[src/rtl/pad_cond_pkg.sv]
// Shared defaults for the switch-pad front-end: pad count, bit positions and timing.
package pad_cond_pkg;

  localparam int PAD_WIDTH_DEFAULT   = 3;
  localparam int SYNC_STAGES_DEFAULT = 2;
  localparam int DEBOUNCE_DEFAULT    = 4;

  localparam int X23_BIT = 0;
  localparam int X24_BIT = 1;
  localparam int X25_BIT = 2;

endpackage

[src/rtl/pad_debounce_bit.sv]
// One pad bit: synchroniser chain, stability counter, debounced level and edge strobes.
module pad_debounce_bit
  import pad_cond_pkg::*;
#(
  parameter int SYNC_STAGES     = SYNC_STAGES_DEFAULT,
  parameter int DEBOUNCE_CYCLES = DEBOUNCE_DEFAULT
) (
  input  logic i_clk,
  input  logic i_rst_n,
  input  logic i_pad,
  output logic o_level,
  output logic o_rise,
  output logic o_fall,
  output logic o_upd,
  output logic o_level_nxt
);

  localparam int CNT_W = $clog2(DEBOUNCE_CYCLES + 1);

  logic [SYNC_STAGES-1:0] r_sync;
  logic [CNT_W-1:0]       r_cnt;
  logic                   r_level;
  logic                   r_rise;
  logic                   r_fall;
  logic                   w_s;
  logic                   w_diff;
  logic                   w_upd;

  assign w_s    = r_sync[SYNC_STAGES-1];
  assign w_diff = (w_s != r_level);
  assign w_upd  = w_diff && (r_cnt == CNT_W'(DEBOUNCE_CYCLES - 1));

  // Strobes are registered from the same condition that loads the level,
  // so they coincide exactly with the cycle the new level is visible.
  always_ff @(posedge i_clk or negedge i_rst_n) begin
    if (!i_rst_n) begin
      r_sync  <= '0;
      r_cnt   <= '0;
      r_level <= 1'b0;
      r_rise  <= 1'b0;
      r_fall  <= 1'b0;
    end else begin
      r_sync <= {r_sync[SYNC_STAGES-2:0], i_pad};
      if (!w_diff || w_upd) r_cnt <= '0;
      else                  r_cnt <= r_cnt + CNT_W'(1);
      if (w_upd) r_level <= w_s;
      r_rise <= w_upd && w_s;
      r_fall <= w_upd && !w_s;
    end
  end

  assign o_level     = r_level;
  assign o_rise      = r_rise;
  assign o_fall      = r_fall;
  assign o_upd       = w_upd;
  assign o_level_nxt = w_upd ? w_s : r_level;

endmodule

[src/rtl/pad_input_conditioner.sv]
// Switch-pad front-end: per-bit debounce plus a change-snapshot valid/ready channel with overrun flag.
module pad_input_conditioner
  import pad_cond_pkg::*;
#(
  parameter int WIDTH           = PAD_WIDTH_DEFAULT,
  parameter int SYNC_STAGES     = SYNC_STAGES_DEFAULT,
  parameter int DEBOUNCE_CYCLES = DEBOUNCE_DEFAULT
) (
  input  logic             bertaClock,
  input  logic             global_reset_n,
  input  logic [WIDTH-1:0] pad_in,
  output logic [WIDTH-1:0] level_out,
  output logic [WIDTH-1:0] rise_pulse,
  output logic [WIDTH-1:0] fall_pulse,
  output logic             chg_valid,
  input  logic             chg_ready,
  output logic [WIDTH-1:0] chg_data,
  output logic             chg_overrun
);

  logic [WIDTH-1:0] w_upd;
  logic [WIDTH-1:0] w_level_nxt;
  logic             w_evt;
  logic             w_xfer;
  logic             r_chg_valid;
  logic [WIDTH-1:0] r_chg_data;
  logic             r_chg_overrun;

  for (genvar g = 0; g < WIDTH; g++) begin : g_bit
    pad_debounce_bit #(
      .SYNC_STAGES    (SYNC_STAGES),
      .DEBOUNCE_CYCLES(DEBOUNCE_CYCLES)
    ) u_bit (
      .i_clk      (bertaClock),
      .i_rst_n    (global_reset_n),
      .i_pad      (pad_in[g]),
      .o_level    (level_out[g]),
      .o_rise     (rise_pulse[g]),
      .o_fall     (fall_pulse[g]),
      .o_upd      (w_upd[g]),
      .o_level_nxt(w_level_nxt[g])
    );
  end

  assign w_evt  = |w_upd;
  assign w_xfer = r_chg_valid && chg_ready;

  always_ff @(posedge bertaClock or negedge global_reset_n) begin
    if (!global_reset_n) begin
      r_chg_valid   <= 1'b0;
      r_chg_data    <= '0;
      r_chg_overrun <= 1'b0;
    end else begin
      if (w_evt) begin
        r_chg_data  <= w_level_nxt;
        r_chg_valid <= 1'b1;
      end else if (w_xfer) begin
        r_chg_valid <= 1'b0;
      end
      // Setting needs a pending, unaccepted snapshot, so it can never coincide with a transfer.
      if (w_evt && r_chg_valid && !chg_ready) r_chg_overrun <= 1'b1;
      else if (w_xfer)                        r_chg_overrun <= 1'b0;
    end
  end

  assign chg_valid   = r_chg_valid;
  assign chg_data    = r_chg_data;
  assign chg_overrun = r_chg_overrun;

endmodule

[config.mk]
export PLATFORM = sky130hd
export DESIGN_NAME = pad_input_conditioner
export DESIGN_NICKNAME = d
export VERILOG_FILES = /design/src/rtl/pad_cond_pkg.sv /design/src/rtl/pad_debounce_bit.sv /design/src/rtl/pad_input_conditioner.sv
export SDC_FILE = /design/constraint.sdc
export NUM_CORES = 1
export LEC_CHECK = 0
export BUFFER_PORTS_ARGS = -buffer_cell sky130_fd_sc_hd__buf_2
export CORE_UTILIZATION = 40
export CTS_BUF_LIST = sky130_fd_sc_hd__clkbuf_8 sky130_fd_sc_hd__clkbuf_16
export DETAILED_ROUTE_END_ITERATION = 12
export PLACE_DENSITY_LB_ADDON = 0.15
export SLEW_MARGIN = 0
export SYNTH_ARGS = -nofsm -noshare
export SYNTH_HDL_FRONTEND = slang
export SYNTH_SLANG_ARGS = --single-unit
[constraint.sdc]
create_clock -name bertaClock -period 2.2 [get_ports bertaClock]
set_input_delay 0.22 -clock bertaClock [delete_from_list [all_inputs] [get_ports bertaClock]]
set_output_delay 0.22 -clock bertaClock [all_outputs]
set_load 0.05 [all_outputs]
# Word level (Yosys, flattened, before mapping)
# Index checks and enable logic that the tools add are counted.
[classes] n_eq_ne=6 add_sub_neg=3 n_mux=9 n_reduce_logical=25
[op_table] cell="logical AND 1 bit" count=12
[op_table] cell="adder 3 x 1 -> 3 bit (second input constant)" count=3
[op_table] cell="== test 3 x 2 -> 1 bit (second input constant)" count=3
[op_table] cell="two-way mux 3 bit" count=3
[op_table] cell="logical NOT 1 bit" count=7
[op_table] cell="two-way mux 1 bit" count=6
[op_table] cell="nonzero test 2 bit" count=2
[op_table] cell="logical OR 1 bit" count=3
[op_table] cell="inequality test 1 bit" count=3
[op_table] cell="OR reduction 3 bit" count=1
[totals] inputBits=6 register_bits=29 word_cells=61 output_inout_bits=14

# Depth between registers and ports, before layout
[depth] word_depth=6 depth_mapped=5 depth_no_buf=5

# Modules after synthesis
# A second synthesis with hierarchy kept.
[unflattened] cells_unflattened=70 area_unflattened_um2=1096.1
[modules_own_cells] mod="pad_debounce_bit" area_each_um2=297.8 cells_per_inst=19 n_inst=3 seq_area_each_um2=200.2
[modules_own_cells] mod="pad_input_conditioner" area_each_um2=202.7 cells_per_inst=13 n_inst=1 seq_area_each_um2=125.1

# Worst setup path before layout
# No wires, ideal clock.
[synth_path] path_type="flip-flop to flip-flop" start="register g_bit[0].u_bit.r_cnt[0]" end="register r_chg_data[0] (netlist: chg_data[0])" path_stages_with_launch=5 setup_slack_ps=373 t_required_ps=2075 setup_time_ps=125 path_buffers=0 period_less_slack_ps=1827 arrival_ps=1702 path_cell_list="dfrtp_1 -> ha_1 -> ha_1 -> a222oi_1 -> mux2_2"
[synth_via] elab_chain_len=3 word_cells_on_any_way=4 classes_between="1 x eq/ne; 1 x mux; 2 x reduce/logical"
[synth_rtl] item="start: declaration" line="pad_debounce_bit.sv:21" text="logic [CNT_W-1:0] r_cnt;"
[synth_rtl] item="start signal: assignment" line="pad_debounce_bit.sv:45" text="else r_cnt <= r_cnt + CNT_W'(1);"
[synth_rtl] item="== test 3 x 2 -> 1 bit *" line="pad_debounce_bit.sv:31" text="assign w_upd = w_diff && (r_cnt == CNT_W'(DEBOUNCE_CYCLES - 1));"
[synth_rtl] item="logical AND 1 bit *" line="pad_debounce_bit.sv:31"
[synth_rtl] item="OR reduction 3 bit or two-way mux 1 bit (tied branches)" line="pad_input_conditioner.sv:45, pad_debounce_bit.sv:56"
[synth_rtl] item="end signal: assignment" line="pad_input_conditioner.sv:55" text="r_chg_data <= w_level_nxt;"
[synth_rtl] item="end: declaration" line="pad_input_conditioner.sv:26" text="logic [WIDTH-1:0] r_chg_data;"
# Mark *: on every way between the ends. The rest lies on a longest branch, timed or not.
# A chain may end at the register's enable or synchronous reset.

# Final worst setup path
# Ends and elaborated chain as after synthesis.

==> results summary <==
The run finished with clean final reports. Max-cap violations in this run came to 0. Summed over its instances, the top area cell type makes up 65.24% of the synthesized netlist area.

The slowest stage of the critical path is the sky130_fd_sc_hd__dfrtp_1 cell. The layout cell share with drive strength beyond 1 is 26.61%. Counting the buffers created by CTS gives 5. The synthesized net count is ~100.

Buffers placed on the I/O ports in this run total 19. The finished layout holds 139 standard cells, fillers aside. The highest layer touched by signal routing is met4. The CTS tree is built.

The number of standard cells after synthesis came out at 90. The wire-length estimate of the detail-placed layout is 1.115 mm. The number of buffers on the longest clock path is 2. The via-per-instance ratio is approximately 4.4.

The residual antenna-violating net count after detailed routing is 0. Synthesis instantiated 14 different standard cells from the library. Together, buffers and inverters on the worst path number 1. The post-route cell area came out at 0.001281 mm2. The clock network fraction of design power is a little under a quarter.

The detailed-routing wirelength on met1 is 699 um. The cell count after placement is 131. The synthesis warning total came out at 0.

The number of register bits inferred by synthesis came out at 29. Before antenna repair, the detailed router went through 4 iterations. Of the post-synthesis cell area, the part taken by muxes is 3.037%.

The number of top-level pins is 20. The H-tree generated during clock tree synthesis spans 2 levels. The total length of routed met2 wires came out at 741 um. The cell leakage power is 0.6817 nW. The die is 54.74 um tall. The switching fraction of total power came out at 37.89%. Setup violations remaining at the end of the flow were counted as 0. Data on the critical path is required at its endpoint by about 2.4 ns. The maximum achievable frequency is 568.0 MHz. The first global-routing pass estimated 2.635 mm of wire. Dividing total power by cell area gives a power density of 1360 mW/mm2. By area, the combinational part of the netlist is dominated by buffers and inverters. The number of antenna violations at the first check in global routing came out at 0. The combined area of all synthesized cells came out at 0.001112 mm2. The classification of the worst setup path is flip-flop to flip-flop. The post-route fraction of the period consumed by the critical path came out at between 80% and 90%. Once the floorplan was initialized, standard cells occupied 43.71% of the core. In this run the standard cell core region covers 0.002545 mm2. The count of endpoints failing hold in the final timing report is 0. Traced cell by cell, the critical path runs through ha_1, ha_1, a222oi_1, buf_4, mux2_2. The tree is rooted in a sky130_fd_sc_hd__clkbuf_8.

For the final database, setup skew stands at 0.003403 ns. The dominant synthesized flop cell is sky130_fd_sc_hd__dfrtp_1. The delay of the slowest cell on the worst path is 0.38 ns.

The xor and xnor fraction of the mapped netlist area came out at between 2 and 2.5%. The die outline width came out at 54.74 um. The sequential fraction of design power is 42.4%. The largest total area in the synthesized netlist belongs to sky130_fd_sc_hd__dfrtp_1. In the synthesized netlist, the cells that appear most often are sky130_fd_sc_hd__dfrtp_1, sky130_fd_sc_hd__nor2_1, sky130_fd_sc_hd__inv_1, sky130_fd_sc_hd__buf_4, sky130_fd_sc_hd__ha_1.

Setup repair after global routing left no endpoint under its margin. The post-route minimum period came out at between 1.5 and 2 ns. Counting the fill cells in the layout gives 234.

Clock-pin slew was measured on the worst setup and hold paths at about 0.060 ns. Counting every sink on the clock net gives 29. The length of routed met3 wiring is 82 um. The DRC violation count after routing came out at 0. The pin count of the biggest net entering global routing is 30.

The number of enable flip-flop cells after synthesis came out at 0. The sequential area share after synthesis came out at 65.24%. VDD sags by at most 0.6925 mV.

By area the synthesized netlist is led by sky130_fd_sc_hd__dfrtp_1, sky130_fd_sc_hd__ha_1, sky130_fd_sc_hd__buf_4, sky130_fd_sc_hd__nor2_1, sky130_fd_sc_hd__inv_1. The post-layout net count is 121. The congestion estimate from routability-driven global placement came to ~0.63. In the global route stage, overall resource usage came out at 13.23%. At the pin with the least slew margin, the transition time is 0.6135 ns. The max-slew violation count is 0. Overall power consumption after layout is estimated at 1.743 mW. In the synthesized netlist the async set-or-reset flop fraction comes to between 90% and 100%. The total overflow reported by the global router came out at 0. The basic-gate share of the synthesized area counting and, or, nand and nor cells is 9.224%.

The most prevalent standard cell on the critical path is sky130_fd_sc_hd__ha_1. The via count of the first global-routing pass is 619. After the first detailed-routing iteration, the DRC count stood at 8. The mean post-synth cell area is 12.36 um2. The min-delay analysis places its worst path in the category primary input to flip-flop. The final total negative setup slack came out at 0 ns. 0 antenna diodes ended up in the layout. The fraction of power consumed by combinational cells is 33.9%. The number of vias in the routed layout came out at between 600 and 700. The worst setup path is launched from a flip-flop.

After Yosys synthesis, full adders, half adders and majority gates account for 6.749% of the synthesized area. The instance area after placement came out at 0.001185 mm2. The relative slew slack is 59.10%. The post-detailed-routing wire length is 1.537 mm. The source-to-sink clock delay at the later pin of the worst-skew pair came out at 0.26 ns. The switching power came out at 0.6603 mW. In the post-synthesis netlist, the cell with the most instances is sky130_fd_sc_hd__dfrtp_1. In this run the core area contains 18 standard-cell rows.

The detailed-route wire length per cell is 11.06 um. The largest fanout on the critical path is 5. The die covers 0.002996 mm2. The data arrival time of the worst path came out at 1.91 ns. The endpoint kind of the worst setup timing path is a flip-flop.

The internal portion of the total power is about 1.1 mW. The complex-gate fraction of the synthesized area came out at 3.600%. Broken down by cell family, the worst path's largest delay share belongs to adder cells. The area growth from synthesis to layout is 15.19%.
## area by class of cell
class                           count  area, um2  area share, %
Timing Repair Buffer               21      112.6          8.789
Clock buffer                        6      82.58          6.445
Inverter                           11      41.29          3.223
Multi-Input combinational cell     41      277.8          21.68
Tap cell                           30      37.54          2.930
Sequential cell                    29      725.7          56.64
Clock inverter                      1      3.754         0.2930
## cells by family after synthesis
group                      Yosys count
xor gates and xnor gates             3
AOI/OAI and AO/OA                    7
muxes                                3
DFF                                 29
buffers and inverters               20
adders and majority gates            6
and+or+nand+nor                     22
## layer usage
layer / up-vias / GRT usage, %
met5: - / 0
met4: 0 / 5.128
met3: 2 / 5.833
met2: 13 / 21.69
met1: 281 / 14.96
li1: 309 / -
## power groups by stage
stage	Combinational, mW	Clock, mW	Sequential [mW]
after detailed placement	0.596	0	0.750
after CTS	0.598	0.428	0.741
after global routing	0.664	0.450	0.760
final	0.591	0.414	0.739
after global placement	0.587	0	0.743
after floorplan	0.389	0	0.846
## path summary, 6_finish.rpt
check	slack (ns)	cells after the start	to	from
min in group asynchronous	0.50	2	chg_data[1]	global_reset_n
max reg2reg	0.44	5	chg_data[0]	g_bit[0].u_bit.r_cnt[0]
max	0.44	5	chg_data[0]	g_bit[0].u_bit.r_cnt[0]
min reg2reg	0.35	0	g_bit[1].u_bit.r_sync[1]	g_bit[1].u_bit.r_sync[0]
min	0.06	1	g_bit[0].u_bit.r_sync[0]	pad_in[0]
max in group asynchronous	1.29	2	g_bit[1].u_bit.r_cnt[0]	global_reset_n
## registers in the layout, indices dropped and copies added (netlist names)
name / count
chg_data: 3
chg_overrun: 1
chg_valid: 1
g_bit.u_bit.o_fall: 3
g_bit.u_bit.o_level: 3
g_bit.u_bit.o_rise: 3
g_bit.u_bit.r_cnt: 9
g_bit.u_bit.r_sync: 6
## cells in the final DEF, fill, tap and decap left out
cell,netlist,routed
sky130_fd_sc_hd__nor3b_1,3,3
sky130_fd_sc_hd__nand2_1,4,4
sky130_fd_sc_hd__mux2_2,3,3
sky130_fd_sc_hd__inv_1,11,12
sky130_fd_sc_hd__a222oi_1,1,1
sky130_fd_sc_hd__clkbuf_8,0,6
sky130_fd_sc_hd__or2b_1,1,1
sky130_fd_sc_hd__buf_4,9,1
sky130_fd_sc_hd__a21oi_1,1,1
sky130_fd_sc_hd__xor2_1,3,3
sky130_fd_sc_hd__dfrtp_1,29,29
sky130_fd_sc_hd__o21ai_0,5,5
sky130_fd_sc_hd__buf_2,0,19
sky130_fd_sc_hd__nand2b_1,2,2
sky130_fd_sc_hd__ha_1,6,6
sky130_fd_sc_hd__dlygate4sd3_1,0,1
sky130_fd_sc_hd__nor2_1,12,12
## through the flow
step	util, %	setup WS [ns]	hold slack [ns]
floorplan	-	0.3730	-0.07559
finish	50.34	0.4394	0.05831
CTS	50.34	0.4356	0.05308
global route	50.34	0.3127	0.04851
global placement	46.56	0.4711	0.2712
detailed placement	46.56	0.4395	0.2748
## what timing repair did
action                    in CTS  in global routing
setup buffers                  0                  0
hold buffers                   1                  0
hold endpoints to repair      29                  0
gates resized for setup        0                  0
Note: power is estimated with default switching activity, not from simulation.
